File: config.mk
export PLATFORM = sky130hd
export DESIGN_NAME = time_keeper
export DESIGN_NICKNAME = d
export VERILOG_FILES = /design/src/rtl/time_pkg.sv /design/src/rtl/btn_edge.sv /design/src/rtl/time_keeper.sv
export SDC_FILE = /design/constraint.sdc
export NUM_CORES = 1
export LEC_CHECK = 0
export CORE_ASPECT_RATIO = 1.2
export CORE_MARGIN = 10
export CORE_UTILIZATION = 55
export CTS_CLUSTER_DIAMETER = 120
export CTS_CLUSTER_SIZE = 30
export DETAILED_ROUTE_END_ITERATION = 8
export PLACE_DENSITY = 0.78
export SLEW_MARGIN = 20
export SYNTH_ARGS = -nofsm -noshare
export SYNTH_HDL_FRONTEND = slang
export SYNTH_HIERARCHICAL = 1
export SYNTH_SLANG_ARGS = --single-unit
File: constraint.sdc
create_clock -name clk -period 2.7 [get_ports clk]
set_clock_uncertainty 0.05 [all_clocks]
set_input_delay 0.405 -clock clk [delete_from_list [all_inputs] [get_ports clk]]
set_output_delay 0.405 -clock clk [all_outputs]
set_load 0.005 [all_outputs]
File: src/rtl/time_pkg.sv
// Shared time-of-day definitions for the time keeper and the alarm stage.
// Declarations only: no latency, no flow control.
package time_pkg;

  typedef enum logic [2:0] {
    FLD_SEC   = 3'd0,
    FLD_SEC10 = 3'd1,
    FLD_MIN   = 3'd2,
    FLD_MIN10 = 3'd3,
    FLD_HR    = 3'd4,
    FLD_HR10  = 3'd5
  } field_e;

  // MSB-first declaration so the packed layout matches the 19-bit present_time bus.
  typedef struct packed {
    logic       hour10;
    logic [3:0] hour;
    logic [2:0] min10;
    logic [3:0] min;
    logic [2:0] sec10;
    logic [3:0] sec;
  } tod_t;

  localparam int TIME_W    = 19;
  localparam int SEC_LSB   = 0;
  localparam int SEC_W     = 4;
  localparam int SEC10_LSB = 4;
  localparam int SEC10_W   = 3;
  localparam int MIN_LSB   = 7;
  localparam int MIN_W     = 4;
  localparam int MIN10_LSB = 11;
  localparam int MIN10_W   = 3;
  localparam int HR_LSB    = 14;
  localparam int HR_W      = 4;
  localparam int HR10_LSB  = 18;
  localparam int HR10_W    = 1;

  localparam logic [1:0] ST_RUN  = 2'b00;
  localparam logic [1:0] ST_TSET = 2'b01;
  localparam logic [1:0] ST_ASET = 2'b10;

  localparam logic [3:0] SEC_MAX = 4'd9;
  localparam logic [2:0] TEN_MAX = 3'd5;
  localparam logic [4:0] HR_WRAP = 5'd11;

  function automatic logic [4:0] hour_val(input tod_t t);
    return (t.hour10 ? 5'd10 : 5'd0) + {1'b0, t.hour};
  endfunction

endpackage

File: src/rtl/btn_edge.sv
// Raw pushbutton to one-cycle event: 2-flop synchroniser then rising-edge detect.
// Latency: event acts on the 3rd edge after the raw rise; a held button gives one event; no backpressure.
module btn_edge (
  input  logic clk,
  input  logic rst,
  input  logic btn,
  output logic evt
);

  logic meta_q;
  logic sync_q;
  logic prev_q;

  always_ff @(posedge clk) begin
    if (rst) begin
      meta_q <= 1'b0;
      sync_q <= 1'b0;
      prev_q <= 1'b0;
    end else begin
      meta_q <= btn;
      sync_q <= meta_q;
      prev_q <= sync_q;
    end
  end

  assign evt = sync_q & ~prev_q;

endmodule

File: src/rtl/time_keeper.sv
// 12-hour BCD time-of-day counter with a pushbutton time-set mode feeding the alarm stage.
// Latency: time updates one edge after a tick or button event; no backpressure (buttons are events).
import time_pkg::*;

module time_keeper #(
  parameter int TICK_DIV = 50000000
) (
  input  logic        clk,
  input  logic        rst,
  input  logic [1:0]  STATE,
  input  logic        btn_sel,
  input  logic        btn_inc,
  output logic [18:0] present_time,
  output logic [2:0]  set_field,
  output logic        tick_1hz
);

  localparam int            PW         = $clog2(TICK_DIV);
  localparam logic [PW-1:0] PRESC_LAST = PW'(TICK_DIV - 1);

  tod_t          tod_q, tod_d;
  field_e        fld_q, fld_d;
  logic [PW-1:0] presc_q, presc_d;
  logic          sel_evt;
  logic          inc_evt;
  logic          set_mode;
  logic          tick;

  btn_edge u_sel (.clk(clk), .rst(rst), .btn(btn_sel), .evt(sel_evt));
  btn_edge u_inc (.clk(clk), .rst(rst), .btn(btn_inc), .evt(inc_evt));

  // Increment field f by one and ripple the carry through every field above it.
  function automatic tod_t incr(input tod_t t, input field_e f);
    tod_t n;
    logic c;
    n = t;
    c = (f == FLD_SEC);
    if (c) begin
      if (n.sec == SEC_MAX) n.sec = 4'd0;
      else begin n.sec = n.sec + 4'd1; c = 1'b0; end
    end
    c = c | (f == FLD_SEC10);
    if (c) begin
      if (n.sec10 == TEN_MAX) n.sec10 = 3'd0;
      else begin n.sec10 = n.sec10 + 3'd1; c = 1'b0; end
    end
    c = c | (f == FLD_MIN);
    if (c) begin
      if (n.min == SEC_MAX) n.min = 4'd0;
      else begin n.min = n.min + 4'd1; c = 1'b0; end
    end
    c = c | (f == FLD_MIN10);
    if (c) begin
      if (n.min10 == TEN_MAX) n.min10 = 3'd0;
      else begin n.min10 = n.min10 + 3'd1; c = 1'b0; end
    end
    c = c | (f == FLD_HR);
    if (c) begin
      if (hour_val(n) == HR_WRAP) begin
        n.hour   = 4'd0;
        n.hour10 = 1'b0;
      end else if (n.hour == SEC_MAX) begin
        n.hour   = 4'd0;
        n.hour10 = 1'b1;
      end else begin
        n.hour = n.hour + 4'd1;
      end
    end
    // Toggling into the tens keeps the hour legal by dropping units above 1.
    if (f == FLD_HR10) begin
      n.hour10 = ~n.hour10;
      if (n.hour10 && (n.hour > 4'd1)) n.hour = 4'd0;
    end
    return n;
  endfunction

  assign set_mode = (STATE == ST_TSET);
  assign tick     = !set_mode && (presc_q == PRESC_LAST);

  always_comb begin
    tod_d   = tod_q;
    fld_d   = fld_q;
    presc_d = presc_q;
    if (set_mode) begin
      presc_d = '0;
      if (inc_evt) tod_d = incr(tod_q, fld_q);
      if (sel_evt) fld_d = (fld_q == FLD_HR10) ? FLD_SEC : field_e'(fld_q + 3'd1);
    end else if (tick) begin
      presc_d = '0;
      tod_d   = incr(tod_q, FLD_SEC);
    end else begin
      presc_d = presc_q + PW'(1);
    end
  end

  always_ff @(posedge clk) begin
    if (rst) begin
      tod_q   <= '0;
      fld_q   <= FLD_SEC;
      presc_q <= '0;
    end else begin
      tod_q   <= tod_d;
      fld_q   <= fld_d;
      presc_q <= presc_d;
    end
  end

  assign present_time = tod_q;
  assign set_field    = fld_q;
  assign tick_1hz     = tick;

endmodule

==> flow_summary.toml <==
[run_status]
status = "finished, final reports clean"

[pwr]
finalPower_mw = 1.53
switching_share_pct = 19.8
power_switching_mw = 0.302
pwr-share-clk_pct = 43.0
combPwrFrac_pct = 4.0
seqPwrFrac_pct = 53.0
p_int_mw = 1.23
p_leak_nw = 1.25
p_per_area_nw_per_um2 = 444
ir_drop_mv = 0.383

[yosys]
yosysTopAreaCell = "dfxtp_1"
synth_most_common_cell = "dfxtp_1"
async_flop_share_pct = 0
post-synth-top-area-fraction_pct = 37.3
synth-edff-count = 0
ys_types = 54
synth_fp_nets = 357
syn-mean-instance-area_um2 = 8.43
synth_seq_cells = 54
synth_seq_area_share_pct = 37.3
synthCells = 344
ys.flop_type = "dfxtp_1"
yosys_warnings = 6
synth_area_um2 = 2900
synth.area.top_cells = "dfxtp_1 37%, nor2_1 6.2%, xor2_1 5.4%"
synth_commonest_cells = "54 x dfxtp_1, 48 x nor2_1, 22 x nand3_1"

[grt]
grt_pass1_wl_um = 11100
track_usage_pct = 15.2
antenna_found_initial = 0
grt_pass1_vias = 2424
grt_max_degree = 30
grt-ovfl-total = 0

[hold_path]
hold_class = "reg -> reg"
holdCritStartpoint = "u_sel/meta_q"
hold_end = "u_sel/sync_q"
min_delay_path_depth = 1

[route]
via_per_inst = 5.86
vias = 2565
routed_wl_um = 6650
wl_per_cell_um = 15.2
first_pass_iters = 4
drc = 0
ant_nets = 0
drt_iter0_markers = 168

[setup_path]
r2r_cells = 8
cp.arrival_ns = 1.98
worstSetupPathType = "reg -> out"
r2r_start = "presc_q[0]"
cp_max_fo = 5
endpoint_kind = "output pin"
r2r_slack_ns = 0.31
cp.required_ns = 2.25
startpoint = "presc_q[0]"
rr_endpoint = "present_time[6]"
startpoint_type = "flip-flop"

[sta]
slew_viol_final = 0
period_share_pct = 90.3
maxSlewHeadroom_pct = 56.8
tns_ns = 0
tightest_slew_ns = 0.643
finalSetupViolCount = 0
fin_crit_ns = 2.44
hold_viol = 0
fmaxAchievable_mhz = 410
rsz0062_at_grt = "false"

[clocking]
h-tree-depth = 2
cts_max_path_buffers = 2
postCtsSetupBuffers = 0
numCtsBuffers = 5
tritoncts = "done"
worstSkewPairLatency_ns = 0.31
clock_sinks = 54
root_buffer = "clkbuf_8"
cts.reportedPaths.clkPinSlew_ns = 0.09

[die]
placementRows = 28
die_w_um = 86.3
io_pins = 29
initial_utilization_pct = 57.9
core_area_um2 = 5010
die_area_um2 = 8590
die_h_um = 99.6

[placed_design]
gp_congestion = 0.836
port-buffer-count = 28
dpl.hpwl_um = 4860

[cells_and_area]
nets = 390
layout-drive-gt1-share_pct = 8.47
synthToLayoutAreaGrowth_pct = 18.6
fin_util_pct = 68.7
diodes = 0

[run]
drv_cap = 0
## cell type report
| cell class | instances | area (µm²) |
|---|---|---|
| multi-input cells | 267 | 1740 |
| repair buffers | 40 | 369 |
| clock inverters | 2 | 60.1 |
| clock buffers | 6 | 82.6 |
| inverters | 9 | 33.8 |
| flip-flops and latches | 54 | 1080 |
| fillers | 439 | 1570 |
| well taps | 60 | 75.1 |
## critical path, cell delays in order, from the launching register on
cell and delay [ns]:
dfxtp_1 0.41, ha_2 0.25, and4_1 0.20, nand4_1 0.18, nor4_4 0.35, dlygate4sd2_1 0.29
## per-layer routing
layer	track usage [%]	vias to the layer above	share of wire (%)
met5	0	-	0
met4	5.87	0	1.7
met3	3.43	9	4.2
met2	28.4	54	52
met1	16.0	1208	42
li1	-	1294	-
## through the flow
stage               worst slack (ns)  cell area, µm²  instances  hold slack (ns)
finish                         0.262            3440        438            0.392
global route                   0.144            3440        438            0.425
CTS                            0.239            3440        438            0.400
detailed placement             0.184            3300        430            0.376
global placement               0.248            3300        430            0.379
floorplan                      0.448            2900        344            0.364
## what timing repair did
action	4_1_cts	5_1_grt
hold buffers	0	0
gates resized for setup	2	0
endpoints found under the hold margin	0	0
endpoints found under the setup margin	1	0
## worst max path at each step
stage / to / slack, ns / cells after the start
finish: tick_1hz / 0.26 / 5
global route: tick_1hz / 0.14 / 5
CTS: tick_1hz / 0.24 / 5
detailed placement: present_time[9] / 0.18 / 7
global placement: present_time[6] / 0.25 / 8
floorplan: present_time[6] / 0.45 / 7
## power groups by stage
stage | clock, mW | sequential, mW | combinational, mW
global route | 0.693 | 0.812 | 0.0665
global placement | 0 | 0.828 | 0.0595
finish | 0.657 | 0.810 | 0.0612
floorplan | 0 | 0.827 | 0.0342
CTS | 0.667 | 0.810 | 0.0613
detailed placement | 0 | 0.829 | 0.0607
## kinds of logic (layout without fill, tap and decap cells)
kind of cell,count (synthesis),after routing,synth area share (%)
AO/OA/AOI/OAI,58,58,13.2
XOR/XNOR,28,28,8.45
adder cells (fa/ha/maj),7,7,3.02
buffers and inverters,23,57,3.02
flip-flops,54,54,37.3
multiplexers,7,7,2.41
AND/OR/NAND/NOR,167,167,32.6
## registers in the layout (all words and copies together) (netlist names)
name / count
u_sel/prev_q: 1
u_sel/meta_q: 1
present_time: 19
set_field: 3
u_sel/sync_q: 1
u_inc/prev_q: 1
u_inc/sync_q: 1
u_inc/meta_q: 1
presc_q: 26
## cell usage in the layout, fill, tap and decap left out, types with 10 or more instances in the layout
| cell | synthesis | final |
|---|---|---|
| nor2b_1 | 10 | 10 |
| xor2_1 | 18 | 18 |
| xnor2_1 | 10 | 10 |
| dfxtp_1 | 54 | 54 |
| o21ai_0 | 11 | 11 |
| nor2_1 | 48 | 48 |
| clkdlybuf4s50_1 | 0 | 27 |
| nand3_1 | 22 | 22 |
| buf_4 | 0 | 12 |
| a21oi_1 | 17 | 17 |
| nand2_1 | 16 | 16 |
Note: power is estimated with default switching activity, not from simulation.
